## config.mk

```make
export PLATFORM = sky130hd
export DESIGN_NAME = control_pipe_regs_flat
export DESIGN_NICKNAME = d
export VERILOG_FILES = /design/src/rtl/control_pipe_regs_if.sv /design/src/rtl/control_pipe_regs.sv /design/src/flat_wrapper.sv
export SDC_FILE = /design/constraint.sdc
export NUM_CORES = 1
export LEC_CHECK = 0
export ABC_AREA = 1
export ABC_CLOCK_PERIOD_IN_PS = 900
export BUFFER_PORTS_ARGS = -buffer_cell sky130_fd_sc_hd__clkbuf_2
export CAP_MARGIN = 20
export CORE_AREA = 2 2 56 58
export DETAILED_ROUTE_END_ITERATION = 6
export DIE_AREA = 0 0 58 60
export PLACE_DENSITY = 0.75
export SLEW_MARGIN = 25
export SYNTH_ARGS = -nofsm -noshare
export SYNTH_HDL_FRONTEND = slang
export SYNTH_SLANG_ARGS = --single-unit
```

## constraint.sdc

```tcl
create_clock -name i_clk -period 0.9 [get_ports i_clk]
set_clock_uncertainty 0.1 [all_clocks]
set_input_delay 0.09 -clock i_clk [delete_from_list [all_inputs] [get_ports i_clk]]
set_output_delay 0.09 -clock i_clk [all_outputs]
set_load 0.05 [all_outputs]
```

## src/rtl/control_pipe_regs_if.sv

```systemverilog
// Decode-to-writeback control bus for control_pipe_regs.
// The master drives the ID-stage fields and the EX zero flag; the slave returns stage controls and hazard signals.
interface control_pipe_regs_if #(
  parameter int REG_ADDR_W = 5
);
  logic                  i_id_reg_write;
  logic [1:0]            i_id_result_src;
  logic                  i_id_mem_write;
  logic [2:0]            i_id_alu_ctl;
  logic                  i_id_alu_src;
  logic                  i_id_branch;
  logic                  i_id_jump;
  logic                  i_id_jalr;
  logic [REG_ADDR_W-1:0] i_id_rs1;
  logic [REG_ADDR_W-1:0] i_id_rs2;
  logic [REG_ADDR_W-1:0] i_id_rd;
  logic                  i_ex_zero;

  logic [2:0]            o_ex_alu_ctl;
  logic                  o_ex_alu_src;
  logic [1:0]            o_ex_pc_src;
  logic                  o_mem_mem_write;
  logic                  o_mem_reg_write;
  logic [REG_ADDR_W-1:0] o_mem_rd;
  logic                  o_wb_reg_write;
  logic [1:0]            o_wb_result_src;
  logic [REG_ADDR_W-1:0] o_wb_rd;
  logic                  o_flush;
  logic                  o_stall;

  modport master (
    output i_id_reg_write, i_id_result_src, i_id_mem_write, i_id_alu_ctl,
           i_id_alu_src, i_id_branch, i_id_jump, i_id_jalr,
           i_id_rs1, i_id_rs2, i_id_rd, i_ex_zero,
    input  o_ex_alu_ctl, o_ex_alu_src, o_ex_pc_src, o_mem_mem_write,
           o_mem_reg_write, o_mem_rd, o_wb_reg_write, o_wb_result_src,
           o_wb_rd, o_flush, o_stall
  );

  modport slave (
    input  i_id_reg_write, i_id_result_src, i_id_mem_write, i_id_alu_ctl,
           i_id_alu_src, i_id_branch, i_id_jump, i_id_jalr,
           i_id_rs1, i_id_rs2, i_id_rd, i_ex_zero,
    output o_ex_alu_ctl, o_ex_alu_src, o_ex_pc_src, o_mem_mem_write,
           o_mem_reg_write, o_mem_rd, o_wb_reg_write, o_wb_result_src,
           o_wb_rd, o_flush, o_stall
  );
endinterface

```

## src/rtl/control_pipe_regs.sv

```systemverilog
// ID/EX, EX/MEM, MEM/WB control registers with EX-stage redirect and load-use stall generation.
// Latency 1/2/3 edges to EX/MEM/WB; MEM/WB never stall. Load-use stall enabled by `define CTL_PIPE_LOAD_STALL_EN.
module control_pipe_regs #(
  parameter int REG_ADDR_W = 5
) (
  input  logic               i_clk,
  input  logic               i_rst,
  control_pipe_regs_if.slave bus
);

  localparam logic [1:0] RES_MEM = 2'b01;
  localparam logic [1:0] PC_SEQ  = 2'b00;
  localparam logic [1:0] PC_TGT  = 2'b01;
  localparam logic [1:0] PC_JALR = 2'b10;

  typedef struct packed {
    logic                  reg_write;
    logic [1:0]            result_src;
    logic                  mem_write;
    logic [2:0]            alu_ctl;
    logic                  alu_src;
    logic                  branch;
    logic                  jump;
    logic                  jalr;
    logic [REG_ADDR_W-1:0] rd;
  } ex_ctl_t;

  typedef struct packed {
    logic                  reg_write;
    logic [1:0]            result_src;
    logic                  mem_write;
    logic [REG_ADDR_W-1:0] rd;
  } mem_ctl_t;

  typedef struct packed {
    logic                  reg_write;
    logic [1:0]            result_src;
    logic [REG_ADDR_W-1:0] rd;
  } wb_ctl_t;

  ex_ctl_t  r_ex;
  mem_ctl_t r_mem;
  wb_ctl_t  r_wb;

  ex_ctl_t    w_id;
  logic [1:0] w_pc_src;
  logic       w_flush;
  logic       w_load_use;
  logic       w_stall;
  logic       w_ex_bubble;

  always_comb begin
    w_id            = '0;
    w_id.reg_write  = bus.i_id_reg_write;
    w_id.result_src = bus.i_id_result_src;
    w_id.mem_write  = bus.i_id_mem_write;
    w_id.alu_ctl    = bus.i_id_alu_ctl;
    w_id.alu_src    = bus.i_id_alu_src;
    w_id.branch     = bus.i_id_branch;
    w_id.jump       = bus.i_id_jump;
    w_id.jalr       = bus.i_id_jalr;
    w_id.rd         = bus.i_id_rd;
  end

  // jalr outranks jal/branch so a malformed word with both bits still picks the register target.
  always_comb begin
    w_pc_src = PC_SEQ;
    if (r_ex.jalr) begin
      w_pc_src = PC_JALR;
    end else if (r_ex.jump || (r_ex.branch && bus.i_ex_zero)) begin
      w_pc_src = PC_TGT;
    end
  end

  assign w_flush = (w_pc_src != PC_SEQ);

`ifdef CTL_PIPE_LOAD_STALL_EN
  assign w_load_use = r_ex.reg_write
                   && (r_ex.result_src == RES_MEM)
                   && (r_ex.rd != '0)
                   && ((r_ex.rd == bus.i_id_rs1) || (r_ex.rd == bus.i_id_rs2));
`else
  assign w_load_use = 1'b0;
`endif

  // A redirect already squashes the ID instruction, so holding it would be wrong.
  assign w_stall     = w_load_use && !w_flush;
  assign w_ex_bubble = w_flush || w_stall;

  always_ff @(posedge i_clk or posedge i_rst) begin
    if (i_rst) begin
      r_ex <= '0;
    end else if (w_ex_bubble) begin
      r_ex <= '0;
    end else begin
      r_ex <= w_id;
    end
  end

  always_ff @(posedge i_clk or posedge i_rst) begin
    if (i_rst) begin
      r_mem <= '0;
    end else begin
      r_mem.reg_write  <= r_ex.reg_write;
      r_mem.result_src <= r_ex.result_src;
      r_mem.mem_write  <= r_ex.mem_write;
      r_mem.rd         <= r_ex.rd;
    end
  end

  always_ff @(posedge i_clk or posedge i_rst) begin
    if (i_rst) begin
      r_wb <= '0;
    end else begin
      r_wb.reg_write  <= r_mem.reg_write;
      r_wb.result_src <= r_mem.result_src;
      r_wb.rd         <= r_mem.rd;
    end
  end

  assign bus.o_ex_alu_ctl    = r_ex.alu_ctl;
  assign bus.o_ex_alu_src    = r_ex.alu_src;
  assign bus.o_ex_pc_src     = w_pc_src;
  assign bus.o_mem_mem_write = r_mem.mem_write;
  assign bus.o_mem_reg_write = r_mem.reg_write;
  assign bus.o_mem_rd        = r_mem.rd;
  assign bus.o_wb_reg_write  = r_wb.reg_write;
  assign bus.o_wb_result_src = r_wb.result_src;
  assign bus.o_wb_rd         = r_wb.rd;
  assign bus.o_flush         = w_flush;
  assign bus.o_stall         = w_stall;

endmodule

```

## src/flat_wrapper.sv

```systemverilog
// flat-port wrapper written by rule: the top's interface ports become plain ports
module control_pipe_regs_flat 
#(
  parameter int REG_ADDR_W = 5
)
  (i_clk, i_rst, bus_i_id_reg_write, bus_i_id_result_src, bus_i_id_mem_write, bus_i_id_alu_ctl, bus_i_id_alu_src, bus_i_id_branch, bus_i_id_jump, bus_i_id_jalr, bus_i_id_rs1, bus_i_id_rs2, bus_i_id_rd, bus_i_ex_zero, bus_o_ex_alu_ctl, bus_o_ex_alu_src, bus_o_ex_pc_src, bus_o_mem_mem_write, bus_o_mem_reg_write, bus_o_mem_rd, bus_o_wb_reg_write, bus_o_wb_result_src, bus_o_wb_rd, bus_o_flush, bus_o_stall);
  control_pipe_regs_if #(.REG_ADDR_W(REG_ADDR_W)) bus_i ();
  input  logic i_clk;
  input  logic i_rst;
  input wire logic [$bits(bus_i.i_id_reg_write)-1:0] bus_i_id_reg_write;
  input wire logic [$bits(bus_i.i_id_result_src)-1:0] bus_i_id_result_src;
  input wire logic [$bits(bus_i.i_id_mem_write)-1:0] bus_i_id_mem_write;
  input wire logic [$bits(bus_i.i_id_alu_ctl)-1:0] bus_i_id_alu_ctl;
  input wire logic [$bits(bus_i.i_id_alu_src)-1:0] bus_i_id_alu_src;
  input wire logic [$bits(bus_i.i_id_branch)-1:0] bus_i_id_branch;
  input wire logic [$bits(bus_i.i_id_jump)-1:0] bus_i_id_jump;
  input wire logic [$bits(bus_i.i_id_jalr)-1:0] bus_i_id_jalr;
  input wire logic [$bits(bus_i.i_id_rs1)-1:0] bus_i_id_rs1;
  input wire logic [$bits(bus_i.i_id_rs2)-1:0] bus_i_id_rs2;
  input wire logic [$bits(bus_i.i_id_rd)-1:0] bus_i_id_rd;
  input wire logic [$bits(bus_i.i_ex_zero)-1:0] bus_i_ex_zero;
  output wire logic [$bits(bus_i.o_ex_alu_ctl)-1:0] bus_o_ex_alu_ctl;
  output wire logic [$bits(bus_i.o_ex_alu_src)-1:0] bus_o_ex_alu_src;
  output wire logic [$bits(bus_i.o_ex_pc_src)-1:0] bus_o_ex_pc_src;
  output wire logic [$bits(bus_i.o_mem_mem_write)-1:0] bus_o_mem_mem_write;
  output wire logic [$bits(bus_i.o_mem_reg_write)-1:0] bus_o_mem_reg_write;
  output wire logic [$bits(bus_i.o_mem_rd)-1:0] bus_o_mem_rd;
  output wire logic [$bits(bus_i.o_wb_reg_write)-1:0] bus_o_wb_reg_write;
  output wire logic [$bits(bus_i.o_wb_result_src)-1:0] bus_o_wb_result_src;
  output wire logic [$bits(bus_i.o_wb_rd)-1:0] bus_o_wb_rd;
  output wire logic [$bits(bus_i.o_flush)-1:0] bus_o_flush;
  output wire logic [$bits(bus_i.o_stall)-1:0] bus_o_stall;
  assign bus_i.i_id_reg_write = bus_i_id_reg_write;
  assign bus_i.i_id_result_src = bus_i_id_result_src;
  assign bus_i.i_id_mem_write = bus_i_id_mem_write;
  assign bus_i.i_id_alu_ctl = bus_i_id_alu_ctl;
  assign bus_i.i_id_alu_src = bus_i_id_alu_src;
  assign bus_i.i_id_branch = bus_i_id_branch;
  assign bus_i.i_id_jump = bus_i_id_jump;
  assign bus_i.i_id_jalr = bus_i_id_jalr;
  assign bus_i.i_id_rs1 = bus_i_id_rs1;
  assign bus_i.i_id_rs2 = bus_i_id_rs2;
  assign bus_i.i_id_rd = bus_i_id_rd;
  assign bus_i.i_ex_zero = bus_i_ex_zero;
  assign bus_o_ex_alu_ctl = bus_i.o_ex_alu_ctl;
  assign bus_o_ex_alu_src = bus_i.o_ex_alu_src;
  assign bus_o_ex_pc_src = bus_i.o_ex_pc_src;
  assign bus_o_mem_mem_write = bus_i.o_mem_mem_write;
  assign bus_o_mem_reg_write = bus_i.o_mem_reg_write;
  assign bus_o_mem_rd = bus_i.o_mem_rd;
  assign bus_o_wb_reg_write = bus_i.o_wb_reg_write;
  assign bus_o_wb_result_src = bus_i.o_wb_result_src;
  assign bus_o_wb_rd = bus_i.o_wb_rd;
  assign bus_o_flush = bus_i.o_flush;
  assign bus_o_stall = bus_i.o_stall;
  control_pipe_regs #(.REG_ADDR_W(REG_ADDR_W)) u_core (.i_clk(i_clk), .i_rst(i_rst), .bus(bus_i));
endmodule
```

==> results of run 1 <==
## layer usage
metal | vias to the layer above | GRT usage | routed length (um)
met5 | - | 0 | 0
li1 | 346 | - | -
met2 | 34 | 0.268 | 1420
met3 | 10 | 0.0346 | 96
met4 | 0 | 0.116 | 121
met1 | 358 | 0.137 | 712
## power groups by stage
stage / registers, mW / clock network [mW] / logic (mW)
floorplan: 2.03 / 0 / 0.610
global placement: 1.77 / 0 / 1.07
detailed placement: 1.79 / 0 / 1.10
CTS: 1.78 / 0.841 / 1.52
global route: 1.83 / 0.897 / 1.73
finish: 1.81 / 0.824 / 1.67
## layout make-up
cell class | count | area [um^2] | area share
Tap cell | 33 | 41.3 | 0.0213
Multi-Input combinational cell | 20 | 214 | 0.111
Inverter | 19 | 75.1 | 0.0388
Sequential cell | 33 | 826 | 0.427
Timing Repair Buffer | 67 | 723 | 0.374
Clock buffer | 7 | 55.1 | 0.0285
## cells by family after synthesis
group                  share of synthesized area
flip-flops                                 0.752
AND/OR/NAND/NOR                           0.0968
buffers and inverters                      0.144
AO/OA/AOI/OAI                            0.00455
other                                    0.00341
## registers in the layout, indices dropped and copies added, names as in the netlist
name	cells
u_core.bus.o_mem_mem_write	1
u_core.bus.o_wb_rd	5
u_core.r_mem	2
u_core.bus.o_mem_reg_write	1
u_core.bus.o_ex_alu_ctl	3
u_core.bus.o_ex_alu_src	1
u_core.bus.o_mem_rd	5
u_core.r_ex	12
u_core.bus.o_wb_result_src	2
u_core.bus.o_wb_reg_write	1
## worst max-delay path, stage by stage (launching register included)
cell and delay (ps):
dfrtp_1 370, nand2_2 80, buf_4 140, a21oi_4 130, buf_12 150
## through the flow
| step | setup TNS [ps] | instances |
|---|---|---|
| CTS | -8690 | 179 |
| detailed placement | -1550 | 153 |
| global route | -10170 | 179 |
| global placement | -718 | 153 |
| finish | -8670 | 179 |
| floorplan | -985 | 83 |
## worst max-delay path by stage
stage	start	endpoint	slack, ps
after floorplan	u_core.r_ex[5]	u_core.bus.o_ex_alu_ctl[0]	-100
after global routing	u_core.r_ex[7]	bus_o_ex_pc_src[0]	-530
after detailed placement	u_core.r_ex[7]	u_core.r_ex[3]	-140
final	u_core.r_ex[7]	bus_o_ex_pc_src[0]	-480
after global placement	u_core.r_ex[7]	bus_o_ex_pc_src[0]	-100
after CTS	u_core.r_ex[7]	bus_o_ex_pc_src[0]	-480
## synth_stat cells
cell type  number  area share
buf_4          10       0.068
dfrtp_1        33        0.75
nand3_4         1       0.016
buf_6           1       0.010
inv_2           2      0.0068
a21oi_1         1      0.0046
nand2_2         1      0.0057
nor2_2          9       0.051
conb_1          1      0.0034
nor2_1          7       0.024
inv_1          17       0.058
## cells in the final DEF (no fill, tap or decap), drive strengths merged
cell	netlist	routed
clkbuf	0	25
buf	11	32
a21oi	1	1
dlygate4sd3	0	17
clkinvlp	0	1
nand3	1	1
dfrtp	33	33
nor2	16	16
nand2	1	1
conb	1	1
inv	19	18
## what timing repair did
item | 4_1_cts | 5_1_grt
endpoints found under the hold margin | 49 | 0
pin swaps | 1 | 2
buffers inserted | 2 | 1
resized for setup | 58 | 33
hold buffers | 17 | 0
endpoints found under the setup margin | 38 | 38
==> flow_summary.toml, run 1 <==
[status]
status = "complete, but fails checks"
violations = "negative setup slack"

[clock_network]
root_buffer = "clkbuf_4"
htreeDepth = 2
cts_buffers = 5
numClockSinks = 33
clockBufferDepth = 2
clk_latency_ps = 320
path_clk_slew_ps = 100
cts_tree = "yes"

[place]
io_buffers = 40
dp_slack_ps = -141
gp_congestion = 0.650
dpl.hpwl_um = 1330
place_area_um2 = 1360

[timing]
rsz0062_at_grt = "yes"
drv_slew = 0
setup_viol = 38
finalCriticalPeriod_ps = 1380
timing.hold.ws_ps = 248
fmax_ghz = 0.726
finalWorstSetupSlack_ps = -478
final.period_utilization = 1.53
finalHoldViolations = 0

[die]
start_util = 0.378
ios = 52
fp-row-count = 20
dieArea_um2 = 3480
die_height_um = 60
die_w_um = 58
core_um2 = 2900

[power]
powerDensity_nw_per_um2 = 2220
p_leak_nw = 0.980
sw_frac_of_total = 0.350
irDropWorstVdd_mv = 1.67
power_switching_mw = 1.50
p_comb_frac = 0.388
p_seq_frac = 0.420
clockPowerShare = 0.192
p_int_mw = 2.80
total_power_mw = 4.30

[setup_path]
critPathRequiredTime_ps = 710
worstSetupStartpointType = "flop"
cp-end-kind = "primary output"
crit_type = "reg2out"
rr_worst_depth = 6
reg2reg_from = "u_core.r_ex[7]"
cp_max_fo = 2
worstPathArrival_ps = 1190
regToRegEndpoint = "u_core.r_ex[6]"
rrSetupSlack_ps = -300

[synth]
avgSynthCellArea_um2 = 13.2
synth-seq-cells = 33
syn_inst = 83
synth_cell_types = 11
syn_area_um2 = 1100
syn_nets = 112
ys_seq_area_frac = 0.752
yosysWarnings = 0

[global_routing]
track_usage = 0.146
grt_pass1_vias = 800
grt_pass1_wl_um = 3490
grt_max_degree = 18
antenna_found_initial = 0
overflow = 0

[detailed_routing]
drt_iter0_markers = 10
routed_wirelength_um = 2350
vias_per_cell = 4.18
drcViolationCount = 0
drtAntennaViolNets = 0
drt_first_pass_iters = 3
dr_total_vias = 748
wire_per_inst_um = 13.1

[finish]
drive_gt1_frac = 0.534
fin_util = 0.666
syn2layout_area_growth_pct = 76.1
fin_area_um2 = 1930
diodes = 0
fill_cells = 194
layout.nets = 175

[hold_path]
hp-class = "in2async"

[run]
maxCapViolations = 0
No activity file was read; power rests on OpenSTA's default activity.
==> run 2, diff against run 1 <==
--- a/config.mk
+++ b/config.mk
@@ -12,7 +12,7 @@
 export CORE_AREA = 2 2 56 58
 export DETAILED_ROUTE_END_ITERATION = 6
 export DIE_AREA = 0 0 58 60
-export PLACE_DENSITY = 0.75
+export PLACE_DENSITY = 0.71
 export SLEW_MARGIN = 25
 export SYNTH_ARGS = -nofsm -noshare
 export SYNTH_HDL_FRONTEND = slang
==> run 2 against run 1 <==
Core utilization decreased by 0.86 points. Global-route usage fell by 0.13 points. First-iteration DRC count fell by 60%. The run still ends with negative setup slack left. Flip-flop and latch count did not move. Via count shrank 4.1%. Clock power shrank 8.0%. Combinational power hardly changed. Power fell by 1.5%. Register-to-register slack lost 130 ps. Design area fell by 1.3%. Clock-buffer cell count decreased by 1. Critical endpoint is now bus_o_flush. Largest power group unchanged.
==> flow_summary.toml, run 2 (synthesis gave the netlist of run 1 again) <==
[power]
p_leak_nw = 0.970
clockPowerShare = 0.179
p_seq_frac = 0.429
irDropWorstVdd_mv = 1.45
total_power_mw = 4.23
sw_frac_of_total = 0.355
power_switching_mw = 1.50
p_int_mw = 2.73
p_comb_frac = 0.392
powerDensity_nw_per_um2 = 2220

[clock_network]
htreeDepth = 2
path_clk_slew_ps = 100
root_buffer = "clkbuf_4"
clk_latency_ps = 320
cts_tree = "yes"
cts_buffers = 5
numClockSinks = 33
clockBufferDepth = 2

[finish]
fin_area_um2 = 1910
largest_reg_flops = 12
layout.nets = 172
layout_common_cells = "32 x dfrtp_1, 22 x buf_8, 18 x clkbuf_2"
syn2layout_area_growth_pct = 73.8
diodes = 0
final_common_cell = "dfrtp_1"
drive_gt1_frac = 0.535
fin_util = 0.658
fill_cells = 199
regMostFlops = "u_core.r_ex"

[place]
io_buffers = 40
gp_congestion = 0.658
place_area_um2 = 1300
dp_slack_ps = -121
dpl.hpwl_um = 1100

[timing]
drv_slew = 0
fmax_ghz = 0.751
setup_viol = 38
finalHoldViolations = 0
final.period_utilization = 1.48
finalCriticalPeriod_ps = 1330
rsz0062_at_grt = "yes"
finalWorstSetupSlack_ps = -431

[setup_path]
worstPathArrival_ps = 1140
cp_slowest_cell = "dfrtp_2"
crit_type = "reg2out"
cp_max_fo = 3
critPathRequiredTime_ps = 710
critical_path.cell_chain = "inv_2 -> nand3_4 -> clkbuf_16"
cp-end-kind = "primary output"
max_stage_delay_ps = 460
worstSetupStartpointType = "flop"

[detailed_routing]
routed_wirelength_um = 2370
drcViolationCount = 0
dr_total_vias = 717
drt_first_pass_iters = 4
drtAntennaViolNets = 0
wire_per_inst_um = 13.4
drt_iter0_markers = 4
vias_per_cell = 4.05

[die]
fp-row-count = 20
start_util = 0.378
ios = 52
die_height_um = 60
dieArea_um2 = 3480
die_w_um = 58
core_um2 = 2900

[status]
violations = "negative setup slack"
status = "complete, but fails checks"

[global_routing]
track_usage = 0.144
grt_pass1_vias = 788
grt_pass1_wl_um = 3550
grt_max_degree = 34
antenna_found_initial = 0
overflow = 0

[hold_path]
hp-class = "in2async"

[run]
maxCapViolations = 0
## run 2: changes by cell type in the layout (fill, tap and decap cells not counted), moves of 2 or more
cell,delta
buf_12,-2
buf_4,-3
clkbuf_16,+2
clkinv_2,+2
nor2_2,+2
nor2_4,-2
## run 2: timing repair
item                                    CTS  global route
buffers inserted                          3             1
hold buffers                             17             0
gates cloned                              0             1
hold endpoints to repair                 49             0
endpoints found under the setup margin   38            38
gates resized for setup                  55            39
pin swaps                                 2             1
## run 2: through the flow
step	hold slack [ps]	instances	setup TNS (ps)
after floorplan	-75.4	83	-985
after global routing	243	177	-11790
after CTS	229	176	-9710
after global placement	15.2	148	-1210
after detailed placement	27.5	148	-1770
final	225	177	-10440
## run 2: path summary, 6_finish.rpt
kind / cells past startpoint / start / slack, ps / end
max: 3 / u_core.r_ex[5] / -430 / bus_o_flush
min: 4 / i_rst / 230 / u_core.r_ex[13]
max reg2reg: 6 / u_core.r_ex[5] / -430 / u_core.bus.o_ex_alu_ctl[1]
min reg2reg: 0 / u_core.r_ex[2] / 250 / u_core.bus.o_mem_rd[2]
max in group asynchronous: 4 / i_rst / 300 / u_core.r_ex[5]
min in group i_clk: 0 / u_core.r_ex[2] / 250 / u_core.bus.o_mem_rd[2]
## run 2: final cells by class
| cell class | count | area (um^2) | area share |
|---|---|---|---|
| Clock buffer | 6 | 41.3 | 0.0216 |
| Clock inverter | 2 | 10.0 | 0.00524 |
| Inverter | 19 | 75.1 | 0.0393 |
| Multi-Input combinational cell | 20 | 204 | 0.107 |
| Sequential cell | 33 | 827 | 0.433 |
| Tap cell | 33 | 41.3 | 0.0216 |
| Timing Repair Buffer | 64 | 711 | 0.372 |
## run 2: layer usage
layer  wire, um  part of all wire  vias to the layer above  global-route usage
met2       1390              0.58                       37               0.274
met3        177             0.075                        5              0.0541
met5          0                 0                        -                   0
met4         57             0.024                        0              0.0598
met1        751              0.32                      333               0.139
li1           -                 -                      342                   -
## run 2: worst max-delay path: cells and delay by family, from the launching register on
kind                   cells  cell delay (ps)
AND/OR/NAND/NOR            1               80
flip-flops                 1              460
buffers and inverters      2              270
## run 2: power by group through the flow
stage	Combinational (mW)	Sequential, mW	Clock (mW)
global route	1.73	1.84	0.850
finish	1.66	1.82	0.758
floorplan	0.610	2.03	0
detailed placement	0.990	1.79	0
CTS	1.42	1.78	0.758
global placement	0.977	1.78	0
==> run 3, diff against run 2 <==
--- a/config.mk
+++ b/config.mk
@@ -5,13 +5,12 @@
 export SDC_FILE = /design/constraint.sdc
 export NUM_CORES = 1
 export LEC_CHECK = 0
-export ABC_AREA = 1
 export ABC_CLOCK_PERIOD_IN_PS = 900
 export BUFFER_PORTS_ARGS = -buffer_cell sky130_fd_sc_hd__clkbuf_2
 export CAP_MARGIN = 20
-export CORE_AREA = 2 2 56 58
+export CORE_AREA = 2 2 55 57
 export DETAILED_ROUTE_END_ITERATION = 6
-export DIE_AREA = 0 0 58 60
+export DIE_AREA = 0 0 57 59
 export PLACE_DENSITY = 0.71
 export SLEW_MARGIN = 25
 export SYNTH_ARGS = -nofsm -noshare
==> run 3 against run 2 <==
Sequential share of layout area up 3.2 points. The flow still finishes with violations (negative setup slack). Setup slack worse by 120 ps. Critical path type unchanged. Global-route usage down 2.4 points. Maximum frequency down 8.4%.
==> flow_summary.toml, run 3 <==
[status]
status = "complete, but fails checks"
violations = "negative setup slack"

[finish]
syn2layout_area_growth_pct = 68.8
largest_reg_flops = 12
regMostFlops = "u_core.r_ex"
drive_gt1_frac = 0.516
final_common_cell = "dfrtp_1"
fin_util = 0.656
fill_cells = 192
layout_common_cells = "33 x dfrtp_1, 22 x buf_8, 18 x clkbuf_2"
diodes = 0
layout.nets = 157

[clock_network]
htreeDepth = 2
root_buffer = "clkbuf_4"
clk_latency_ps = 330
clockBufferDepth = 2
path_clk_slew_ps = 100
numClockSinks = 33
cts_buffers = 5
cts_tree = "yes"

[timing]
rsz0062_at_grt = "yes"
finalWorstSetupSlack_ps = -554
setup_viol = 38
timing.hold.ws_ps = 117
finalCriticalPeriod_ps = 1450
finalHoldViolations = 0
fmax_ghz = 0.688
drv_slew = 0
final.period_utilization = 1.62

[setup_path]
reg2reg_from = "u_core.r_ex[6]"
cp_max_fo = 2
rr_worst_depth = 5
cp-end-kind = "primary output"
regToRegEndpoint = "u_core.r_ex[6]"
rrSetupSlack_ps = -450
crit_type = "reg2out"
critical_path.cell_chain = "buf_6 -> nor2_2 -> buf_8"
worstPathArrival_ps = 1260
critPathRequiredTime_ps = 710
cp_slowest_cell = "dfrtp_1"
max_stage_delay_ps = 440
worstSetupStartpointType = "flop"

[global_routing]
grt_pass1_wl_um = 2840
overflow = 0
antenna_found_initial = 0
grt_pass1_vias = 670
grt_max_degree = 26
track_usage = 0.120

[detailed_routing]
wire_per_inst_um = 13.6
drt_first_pass_iters = 4
drt_iter0_markers = 6
vias_per_cell = 4.14
drcViolationCount = 0
drtAntennaViolNets = 0
routed_wirelength_um = 2160
dr_total_vias = 658

[die]
fp-row-count = 19
core_um2 = 2710
die_w_um = 57
ios = 52
die_height_um = 59
start_util = 0.388
dieArea_um2 = 3360

[synth]
synth_cell_types = 9
avgSynthCellArea_um2 = 15.9
synth_edf_count = 0
syn_inst = 66
ys.flop_type = "dfrtp_1"
netlist.top_cell.by_area = "dfrtp_1"
yosysWarnings = 0
synth-seq-cells = 33
synth_commonest_cells = "33 x dfrtp_1, 16 x and2_1, 10 x buf_4"
async_reset_ff_frac = 1.00
yosys.area.top_type_share = 0.785
ys_top_cells_by_area = "dfrtp_1 78%, and2_1 9.5%, buf_4 7.1%, a211oi_4 1.9%, buf_6 1.1%"
syn_nets = 95
syn_area_um2 = 1050
ys_seq_area_frac = 0.785
yosys.cell_count.top_type = "dfrtp_1"

[place]
dpl.hpwl_um = 1040
io_buffers = 40
gp_congestion = 0.627

[power]
irDropWorstVdd_mv = 1.88
powerDensity_nw_per_um2 = 2340
total_power_mw = 4.16
p_leak_nw = 0.891

[run]
maxCapViolations = 0

[hold_path]
hp-class = "in2async"
-- run 3: cell count changes after synthesis, sizes merged --
| cell | previous run | this run |
|---|---|---|
| and2 | 0 | 16 |
| nor2 | 16 | 1 |
| a211oi | 0 | 1 |
| nand2 | 1 | 0 |
| nand3 | 1 | 0 |
| inv | 19 | 2 |
-- run 3: cells by family after synthesis --
group	synth area share
other	0.00356
and+or+nand+nor	0.0987
DFF	0.785
buffers and inverters	0.0892
AOI/OAI and AO/OA	0.0238
-- run 3: timing repair --
action	4_1_cts	5_1_grt
hold buffers	17	0
setup endpoints to repair	38	38
cloned	1	0
buffers inserted	2	2
resized for setup	45	36
pin swaps	1	1
hold endpoints to repair	49	0
-- run 3: critical path, delay by kind of cell (launching register included) --
family	cells	cell delay (ps)
simple gates	1	170
buf+inv	2	320
flops	1	440
-- run 3: worst max-delay path by stage --
stage,slack [ps],startpoint,end,depth (start not counted)
floorplan,-330,u_core.r_ex[7],bus_o_flush,3
global placement,-250,u_core.r_ex[7],bus_o_flush,3
detailed placement,-290,u_core.r_ex[7],bus_o_flush,3
CTS,-540,u_core.r_ex[5],bus_o_flush,3
global route,-620,u_core.r_ex[7],bus_o_ex_pc_src[0],3
finish,-550,u_core.r_ex[5],bus_o_ex_pc_src[0],3
-- run 3: power breakdown --
group / internal (mW) / switching (mW) / leakage [nW]
logic: 0.714 / 0.799 / 0.433
registers: 1.69 / 0.131 / 0.426
clock network: 0.368 / 0.457 / 0.0314
-- run 3: through the flow --
stage / TNS [ps] / area, um^2 / std cells / setup slack, ps
finish: -11590 / 1780 / 159 / -554
global route: -13180 / 1780 / 159 / -618
CTS: -9760 / 1700 / 157 / -545
detailed placement: -4590 / 1250 / 130 / -290
global placement: -3870 / 1250 / 130 / -249
floorplan: -3310 / 1060 / 66 / -332
-- run 3: routing by layer --
layer	vias up	share of wire	track usage	wire length, um
met5	-	0	0	0
li1	312	-	-	-
met2	33	0.55	0.199	1180
met3	5	0.069	0.0677	149
met4	0	0.021	0.0797	46
met1	308	0.36	0.113	782
-- run 3: cell type report --
type	instances	area (um^2)	share of cell area
sequential	33	826	0.465
inverter	2	11.3	0.00634
tap	31	38.8	0.0218
clock buffer	7	55.1	0.0310
timing repair buffer	66	693	0.390
multi-input combinational	20	153	0.0859
